--- src/rtl/mips_regfile_wr_arbiter.sv ---
// Register-file write arbiter for a MIPS-style pipeline.
// After reset it clears r1..r31 (one write per cycle), then arbitrates
// load, ALU and jump-and-link writeback requests onto a single registered
// write port, either round-robin (LD, ALU, JAL) or fixed priority.
module mips_regfile_wr_arbiter #(
  parameter int unsigned RR_EN = 1
) (
  input  logic        clk,
  input  logic        rst_n,
  input  logic        alu_valid,
  input  logic [4:0]  alu_reg,
  input  logic [31:0] alu_data,
  output logic        alu_ready,
  input  logic        ld_valid,
  input  logic [4:0]  ld_reg,
  input  logic [31:0] ld_data,
  output logic        ld_ready,
  input  logic        jal_valid,
  input  logic [12:0] jal_address,
  output logic        jal_ready,
  output logic        signal_reg_write,
  output logic [4:0]  write_reg,
  output logic [31:0] write_data,
  output logic        init_done
);

  typedef enum logic {
    ST_INIT = 1'b0,
    ST_RUN  = 1'b1
  } state_t;

  typedef enum logic [1:0] {
    PTR_LD  = 2'd0,
    PTR_ALU = 2'd1,
    PTR_JAL = 2'd2
  } ptr_t;

  state_t      state;
  state_t      state_next;
  logic [4:0]  init_idx;
  ptr_t        last_grant;

  logic        grant_ld;
  logic        grant_alu;
  logic        grant_jal;
  logic        any_grant;
  logic [4:0]  sel_reg;
  logic [31:0] sel_data;
  logic [12:0] link_addr;

  // Return address written to r31 is the jump address minus one, wrapping in 13 bits.
  assign link_addr = jal_address - 13'd1;

  // Pick at most one requester; nothing is granted while clearing the register file.
  always_comb begin
    grant_ld  = 1'b0;
    grant_alu = 1'b0;
    grant_jal = 1'b0;
    if (state == ST_RUN) begin
      if (RR_EN != 0) begin
        // Search starts at the requester after the last one granted.
        case (last_grant)
          PTR_LD: begin
            if (alu_valid)      grant_alu = 1'b1;
            else if (jal_valid) grant_jal = 1'b1;
            else if (ld_valid)  grant_ld  = 1'b1;
          end
          PTR_ALU: begin
            if (jal_valid)      grant_jal = 1'b1;
            else if (ld_valid)  grant_ld  = 1'b1;
            else if (alu_valid) grant_alu = 1'b1;
          end
          default: begin
            if (ld_valid)       grant_ld  = 1'b1;
            else if (alu_valid) grant_alu = 1'b1;
            else if (jal_valid) grant_jal = 1'b1;
          end
        endcase
      end else begin
        if (ld_valid)       grant_ld  = 1'b1;
        else if (alu_valid) grant_alu = 1'b1;
        else if (jal_valid) grant_jal = 1'b1;
      end
    end
  end

  assign ld_ready  = grant_ld;
  assign alu_ready = grant_alu;
  assign jal_ready = grant_jal;
  assign any_grant = grant_ld | grant_alu | grant_jal;

  // Route the granted requester's destination and data to the write port.
  always_comb begin
    sel_reg  = '0;
    sel_data = '0;
    if (grant_ld) begin
      sel_reg  = ld_reg;
      sel_data = ld_data;
    end else if (grant_alu) begin
      sel_reg  = alu_reg;
      sel_data = alu_data;
    end else if (grant_jal) begin
      sel_reg  = 5'd31;
      sel_data = {19'b0, link_addr};
    end
  end

  // State register.
  always_ff @(posedge clk or negedge rst_n) begin
    if (!rst_n) state <= ST_INIT;
    else        state <= state_next;
  end

  // Leave INIT once the r31 clear has been issued.
  always_comb begin
    state_next = state;
    if (state == ST_INIT && init_idx == 5'd31) state_next = ST_RUN;
  end

  // Clear-sequence index, walking r1..r31.
  always_ff @(posedge clk or negedge rst_n) begin
    if (!rst_n) begin
      init_idx <= 5'd1;
    end else if (state == ST_INIT && init_idx != 5'd31) begin
      init_idx <= init_idx + 5'd1;
    end
  end

  // Round-robin pointer remembers the last requester granted.
  always_ff @(posedge clk or negedge rst_n) begin
    if (!rst_n) begin
      last_grant <= PTR_JAL;
    end else if (grant_ld) begin
      last_grant <= PTR_LD;
    end else if (grant_alu) begin
      last_grant <= PTR_ALU;
    end else if (grant_jal) begin
      last_grant <= PTR_JAL;
    end
  end

  // Registered write port; r0 grants complete the handshake but never write.
  always_ff @(posedge clk or negedge rst_n) begin
    if (!rst_n) begin
      signal_reg_write <= 1'b0;
      write_reg        <= '0;
      write_data       <= '0;
      init_done        <= 1'b0;
    end else if (state == ST_INIT) begin
      signal_reg_write <= 1'b1;
      write_reg        <= init_idx;
      write_data       <= '0;
      if (init_idx == 5'd31) init_done <= 1'b1;
    end else begin
      signal_reg_write <= any_grant && (sel_reg != 5'd0);
      if (any_grant) begin
        write_reg  <= sel_reg;
        write_data <= sel_data;
      end
    end
  end

endmodule
--- config.mk ---
export PLATFORM = sky130hd
export DESIGN_NAME = mips_regfile_wr_arbiter
export DESIGN_NICKNAME = d
export VERILOG_FILES = /design/src/rtl/mips_regfile_wr_arbiter.sv
export SDC_FILE = /design/constraint.sdc
export NUM_CORES = 1
export LEC_CHECK = 0
export CELL_PAD_IN_SITES_DETAIL_PLACEMENT = 2
export CELL_PAD_IN_SITES_GLOBAL_PLACEMENT = 2
export CORE_UTILIZATION = 21
export CTS_CLUSTER_SIZE = 14
export DETAILED_ROUTE_END_ITERATION = 6
export PLACE_DENSITY = 0.8
export SLEW_MARGIN = 5
export SYNTH_ARGS = -nofsm -noshare
export SYNTH_HDL_FRONTEND = slang
export SYNTH_SLANG_ARGS = --single-unit
--- constraint.sdc ---
create_clock -name clk -period 2.3 [get_ports clk]
set_input_delay 0.575 -clock clk [delete_from_list [all_inputs] [get_ports clk]]
set_output_delay 0.575 -clock clk [all_outputs]
set_load 0.01 [all_outputs]
==> run summary, run 1 <==
Crit end category -> output pin
GR Overflow Total -> 0
Number of global-route vias before repair -> 2822
Buf+Inv Stages, Crit Path -> 2
Die Ht -> 108.3 um
Final worst slack -> 0.05634 ns
DP HPWL -> 7.294 mm
Comb pwr share -> 0.436
CP Data Required Time -> 1.73 ns
Clock buffer depth -> 2
Sequential share of the synthesized area -> 0.4865
Startpoint Class -> primary input
Internal power -> 0.002442 W
Die area -> 11720 um^2
Fill cells -> 1213
First-pass GRT wire length -> 14.67 mm
First-pass DRT Iterations -> 4
Max Slew Vio Count -> 0
Layout Skew -> 0.01070 ns
Diodes inserted -> 0
Wire length per cell -> 17.92 um
Pwr/cell area -> 857.5 nW/um^2
Via-to-Cell Ratio -> 4.782
Yosys Warn Count -> 0
Reg area -> 1154 um^2
Cell Chain, Critical Path -> clkdlybuf4s50_1 -> nor2b_1 -> and4b_4 -> buf_2
Post-synthesis cell area -> 2371 um^2
Finished Core Util -> 0.3838
Mapped Nets -> 331
Nets -> 481
Flops & latches, synth -> 46
RSZ-0062 raised after global routing -> false
Row count -> 38
Max reg flops -> 32
Worst skew pair latency -> 0.28 ns
Lkg Pwr -> 1.676 nW
Synth Instances -> 236
Setup TNS -> 0 ns
Chip width -> 108.3 um
Initial antenna violation count -> 0
Clock power share -> 0.226
Count of different cell masters after synthesis -> 43
Pre-CTS setup slack -> -0.5324 ns
DR iter-0 viols -> 94
Initial Util -> 0.2168
Peak VDD IR -> 403.6 uV
Drt drc -> 0
CTS sink cnt -> 46
Io pins -> 134
CP Data Arrival Time -> 1.67 ns
Worst path slowest cell -> clkdlybuf4s50_1
Worst Tran Pin Value -> 0.5245 ns
Met2 usage -> 0.2934
Switching Share -> 0.3214
Vias -> 2520
Grt met1 use -> 0.2007
WL final -> 9.444 mm
Root Buffer Master -> clkbuf_16
FMAX -> 445.7 MHz
TritonCTS clock tree -> done
Clock Pin Slew Worst Setup and Hold Paths -> 0.07 ns
Syn avg cell area -> 10.05 um^2
P&R area growth vs syn -> 76.99%
Detail Route Antenna Nets -> 0
Slew headroom -> 0.6503
Placeable Area -> 10940 um^2
GR peak layer -> met2
Num CTS Buffers -> 5
P_sw -> 0.001157 W
CP peak stage delay -> 0.47 ns
Htree depth -> 2
Flop pwr share -> 0.339
CP max FO -> 3
Crit-path leading delay family -> buffers and inverters
Fin crit period -> 2.244 ns
Hold Vio Cnt, Final -> 0
GPL Wtd Cong -> 0.7543
Setup CP Type -> in -> out
Met3 usage -> 0.02954
CTS Hold Buffers Added -> 0
Final Setup Violations -> 0
Status -> finished clean
Worst Hold Class -> in -> async
Max_cap viols -> 0
Ratio of cells with drive above 1 in the final layout -> 0.1240
Largest net degree at the start of global routing -> 40
Global Route Usage Sum -> 0.1627
# port buffers -> 133
Multi-input gate area -> 1144 um^2
Tcrit/Tclk final -> 0.9755
==> cells in the final DEF, fill, tap and decap left out, types with 2 or more instances in the layout <==
cell type and instances:
ha_1 3, dfrtp_1 44, dlygate4sd2_1 2, xnor2_1 3, clkdlybuf4s50_1 127, clkbuf_16 5
buf_2 3, nand2_1 51, nor2b_1 3, buf_6 2, mux2_2 2, a22o_1 3
a21oi_1 4, a32oi_1 31, dfstp_2 2, xor2_1 9, nor4_1 4, nand3b_1 2
buf_4 22, nand3_1 4, o21ai_0 3, buf_12 2, inv_1 6, clkinv_2 2
o22ai_1 4, o211ai_1 10, a221o_1 4, nor2_1 7
==> worst register-to-register path: stages (launching register included) <==
cell and delay [ns]:
dfstp_2 0.59, nor2b_1 0.09, and4b_4 0.34, buf_4 0.26, buf_6 0.27, a21o_1 0.22
a21oi_1 0.09
==> cell usage after synthesis (all sizes together) <==
| master | instances | area (um^2) |
|---|---|---|
| o2bb2ai | 1 | 8.760 |
| or4 | 1 | 7.510 |
| nor4 | 5 | 37.53 |
| nor2 | 7 | 26.28 |
| buf | 5 | 37.53 |
| nand2 | 51 | 191.4 |
| and3b | 1 | 8.760 |
| or3b | 1 | 8.760 |
| clkbuf | 11 | 41.29 |
| o22ai | 4 | 25.02 |
| o31a | 1 | 8.760 |
| o21ai | 4 | 23.77 |
| xor2 | 9 | 78.83 |
| nand4b | 1 | 8.760 |
| a22oi | 1 | 7.510 |
| a21o | 1 | 7.510 |
| o211ai | 10 | 75.07 |
| nor2b | 3 | 18.77 |
| nand3 | 4 | 20.02 |
| a221o | 4 | 40.04 |
| dfrtp | 44 | 1101 |
| nand2b | 1 | 6.260 |
| and3 | 1 | 6.260 |
| nor3b | 1 | 7.510 |
| dfstp | 2 | 52.55 |
| xnor2 | 3 | 26.28 |
| nand3b | 2 | 15.01 |
| a32oi | 31 | 271.5 |
| ha | 3 | 37.54 |
| a21boi | 1 | 7.510 |
| inv | 6 | 22.52 |
| a2111oi | 1 | 15.01 |
| o41ai | 1 | 8.760 |
| nand4 | 1 | 6.260 |
| a21oi | 5 | 25.02 |
| mux2 | 2 | 22.52 |
| o21a | 1 | 7.510 |
| a22o | 3 | 26.28 |
| and4b | 2 | 23.77 |
==> metal layers <==
| metal | part of all wire | wire length, um |
|---|---|---|
| met5 | 0 | 0 |
| met4 | 0.0067 | 63 |
| met3 | 0.050 | 476 |
| met2 | 0.49 | 4661 |
| met1 | 0.45 | 4243 |
==> power groups by stage <==
| stage | logic (W) | registers, W | clock network, W |
|---|---|---|---|
| after floorplan | 0.000507 | 0.00132 | 0 |
| after global placement | 0.00152 | 0.00122 | 0 |
| after detailed placement | 0.00157 | 0.00123 | 0 |
| after CTS | 0.00158 | 0.00122 | 0.000849 |
| after global routing | 0.00169 | 0.00125 | 0.000881 |
| final | 0.00157 | 0.00122 | 0.000813 |
==> logic make-up after synthesis <==
| kind of cell | after synthesis | synth area share |
|---|---|---|
| buffers and inverters | 22 | 0.04274 |
| adder cells (fa/ha/maj) | 3 | 0.01583 |
| AND/OR/NAND/NOR | 82 | 0.1657 |
| flip-flops | 46 | 0.4865 |
| multiplexers | 2 | 0.009498 |
| XOR/XNOR | 12 | 0.04433 |
| AO/OA/AOI/OAI | 69 | 0.2354 |
==> area by class of cell <==
class,count,share of cell area
Clock inverter,3,0.009541
Inverter,6,0.005367
Timing Repair Buffer,159,0.3661
Tap cell,140,0.04174
Sequential cell,46,0.2749
Clock buffer,5,0.02982
Multi-Input combinational cell,168,0.2725
==> through the flow <==
step | power, W | area, um^2 | hold slack (ns) | std cells
after floorplan | 0.001827 | 2371 | 0.2794 | 236
after global placement | 0.002740 | 4000 | 0.4490 | 516
after detailed placement | 0.002803 | 4000 | 0.4580 | 516
after CTS | 0.003651 | 4177 | 0.2819 | 526
after global routing | 0.003824 | 4197 | 0.2993 | 527
final | 0.003599 | 4197 | 0.2588 | 527
==> worst paths after layout <==
kind	from	depth (start not counted)	endpoint	slack [ns]
worst min register to register	write_data[18]$_DFFE_PN0P_	2	write_data[18]$_DFFE_PN0P_	0.47
worst max register to register	last_grant[1]$_DFFE_PN1P_	6	write_reg[1]$_DFFE_PN0P_	0.32
min in group clk	write_data[18]$_DFFE_PN0P_	2	write_data[18]$_DFFE_PN0P_	0.47
max in group asynchronous	rst_n	2	write_data[17]$_DFFE_PN0P_	1.51
worst max-delay path	jal_valid	4	ld_ready	0.06
worst min-delay path	rst_n	1	write_reg[3]$_DFFE_PN0P_	0.26
==> timing repair <==
| action | 4_1_cts | 5_1_grt |
|---|---|---|
| endpoints found under the setup margin | 9 | 7 |
| buffers inserted | 2 | 1 |
| gates resized for setup | 14 | 4 |
| pin swaps | 1 | 0 |
(Power assumes the default switching activity.)
==> inputs of run 2 (changes only) <==
- CORE_MARGIN: default -> 1.5
==> run summary, run 2 (synthesized netlist as in run 1, its figures left out) <==
Status -> finished clean
DP HPWL -> 7.556 mm (+3.6%)
Chip width -> 109.3 um (+0.92%)
CP max FO -> 4 (+1)
Most common cell after layout, fill and taps aside -> clkdlybuf4s50_1
Detail Route Antenna Nets -> 0 (unchanged)
RSZ-0062 raised after global routing -> false
GPL Wtd Cong -> 0.7746 (+2.7%)
Fin crit period -> 2.207 ns (-0.03674 ns)
Ratio of cells with drive above 1 in the final layout -> 0.1218 (-0.002269)
Number of global-route vias before repair -> 2890 (+2.4%)
Crit end category -> output pin
Final Setup Violations -> 0 (unchanged)
Max reg flops -> 32 (unchanged)
Die Ht -> 109.3 um (+0.92%)
Setup Fix Bufs, Post-CTS -> 0 (-2)
Comb pwr share -> 0.430 (-0.006)
P_sw -> 0.001162 W (+0.48%)
Worst R2R Setup Slack -> 0.32 ns (about the same)
Nets -> 480 (-0.21%)
Root Buffer Master -> clkbuf_16
Hold Vio Cnt, Final -> 0 (unchanged)
Clock Pin Slew Worst Setup and Hold Paths -> 0.06 ns (about the same)
Setup TNS -> 0 ns (unchanged)
# port buffers -> 133 (unchanged)
Placed cell areas -> 4023 um^2 (+0.56%)
WL final -> 9.859 mm (+4.4%)
Pre-CTS setup slack -> -0.5643 ns (-0.03182 ns)
FMAX -> 453.1 MHz (+1.7%)
Slew headroom -> 0.6829 (+0.03258)
Pwr/cell area -> 855.4 nW/um^2 (-0.25%)
Num CTS Buffers -> 5 (unchanged)
Startpoint Class -> primary input
Largest net degree at the start of global routing -> 47 (+18%)
Switching Share -> 0.3241 (+0.002666)
CP Data Required Time -> 1.73 ns (about the same)
Fill cells -> 1188 (-2.1%)
Layout Skew -> 0.005693 ns (-0.005011 ns)
Row count -> 38 (unchanged)
Worst Tran Pin Value -> 0.4739 ns (-0.05062 ns)
Clock power share -> 0.230 (+0.004)
P&R area growth vs syn -> 76.83% (about the same)
Final worst slack -> 0.09308 ns (+0.03674 ns)
CTS Hold Buffers Added -> 0 (unchanged)
DR iter-0 viols -> 46 (-51%)
First-pass GRT wire length -> 15.37 mm (+4.8%)
Max_cap viols -> 0 (unchanged)
Finished Core Util -> 0.3834 (about the same)
Global Route Usage Sum -> 0.1694 (+0.006792)
WHS -> 0.2731 ns (+0.01431 ns)
Diodes inserted -> 0 (unchanged)
Flop pwr share -> 0.340 (about the same)
Drt drc -> 0 (unchanged)
Max Slew Vio Count -> 0 (unchanged)
Peak VDD IR -> 399.4 uV (-1.0%)
Final Instance Area -> 4193 um^2 (about the same)
Placeable Area -> 10940 um^2 (unchanged)
Via-to-Cell Ratio -> 4.829 (+0.99%)
Initial antenna violation count -> 0 (unchanged)
Die area -> 11940 um^2 (+1.9%)
Lkg Pwr -> 1.683 nW (+0.43%)
Io pins -> 134 (unchanged)
Tcrit/Tclk final -> 0.9595 (-0.01598)
Setup CP Type -> in -> out
Clock buffer depth -> 2 (unchanged)
CTS sink cnt -> 46 (unchanged)
Htree depth -> 2 (unchanged)
GR Overflow Total -> 0 (unchanged)
Worst skew pair latency -> 0.28 ns (about the same)
TritonCTS clock tree -> done
Internal power -> 0.002424 W (-0.73%)
Vias -> 2540 (+0.79%)
Worst Hold Class -> in -> async
Initial Util -> 0.2168 (unchanged)
Wire length per cell -> 18.74 um (+4.6%)
Commonest non-fill, non-tap cells in the layout -> 126 x clkdlybuf4s50_1, 51 x nand2_1, 44 x dfrtp_1
CP Data Arrival Time -> 1.63 ns (-0.04 ns)
First-pass DRT Iterations -> 4 (unchanged)
run 2: cell types whose count changed in the layout (fill, tap and decap cells not counted), sizes merged:
cell | before | now
buf | 29 | 28
clkbuf | 6 | 5
clkdlybuf4s15 | 0 | 1
clkdlybuf4s50 | 127 | 126
dlymetal6s2s | 0 | 1
run 2: worst paths after layout:
| path | from | end | depth (start not counted) |
|---|---|---|---|
| worst max-delay path | alu_valid | jal_ready | 6 |
| worst min-delay path | rst_n | init_idx[3]$_DFFE_PN0P_ | 2 |
| worst max register to register | last_grant[1]$_DFFE_PN1P_ | write_reg[4]$_DFFE_PN0P_ | 6 |
| worst min register to register | write_data[21]$_DFFE_PN0P_ | write_data[21]$_DFFE_PN0P_ | 2 |
| max in group asynchronous | rst_n | last_grant[1]$_DFFE_PN1P_ | 2 |
| min in group clk | write_data[21]$_DFFE_PN0P_ | write_data[21]$_DFFE_PN0P_ | 2 |
run 2: routing by layer:
metal / vias up / global-route usage / wire (um)
met3: 6 / 0.05140 / 743
met2: 83 / 0.2960 / 4996
li1: 1185 / - / -
met5: - / 0 / 0
met1: 1266 / 0.2044 / 4049
met4: 0 / 0.03711 / 69
run 2: power groups by stage:
stage	logic, W	clock network (W)	registers, W
4_1_cts	0.00158	0.000859	0.00123
5_1_grt	0.00167	0.000881	0.00126
3_3_place_gp	0.00153	0	0.00122
6_report	0.00154	0.000824	0.00122
2_1_floorplan	0.000507	0	0.00132
3_5_place_dp	0.00157	0	0.00123
run 2: timing repair:
item | 4_1_cts | 5_1_grt
gates cloned | 0 | 0
setup endpoints to repair | 17 | 2
pin swaps | 2 | 0
resized for setup | 16 | 2
run 2: critical path, cell delays in order:
cell	delay, ns
dlygate4sd2_1	0.26
buf_4	0.16
a21oi_1	0.16
o211ai_1	0.13
inv_1	0.10
clkdlybuf4s15_2	0.25
run 2: layout make-up:
type / instances / area (um^2) / share of cell area
Multi-Input combinational cell: 168 / 1142 / 0.2725
Inverter: 6 / 22.52 / 0.005372
Tap cell: 140 / 175.2 / 0.04178
Clock buffer: 5 / 125.1 / 0.02984
Sequential cell: 46 / 1154 / 0.2751
Timing Repair Buffer: 158 / 1534 / 0.3659
Clock inverter: 3 / 40.04 / 0.009549
run 2: stage by stage:
| step | instances | total power [W] |
|---|---|---|
| 2_1_floorplan | 236 | 0.001827 |
| 3_3_place_gp | 518 | 0.002741 |
| 3_5_place_dp | 518 | 0.002807 |
| 4_1_cts | 526 | 0.003665 |
| 5_1_grt | 526 | 0.003811 |
| 6_report | 526 | 0.003586 |
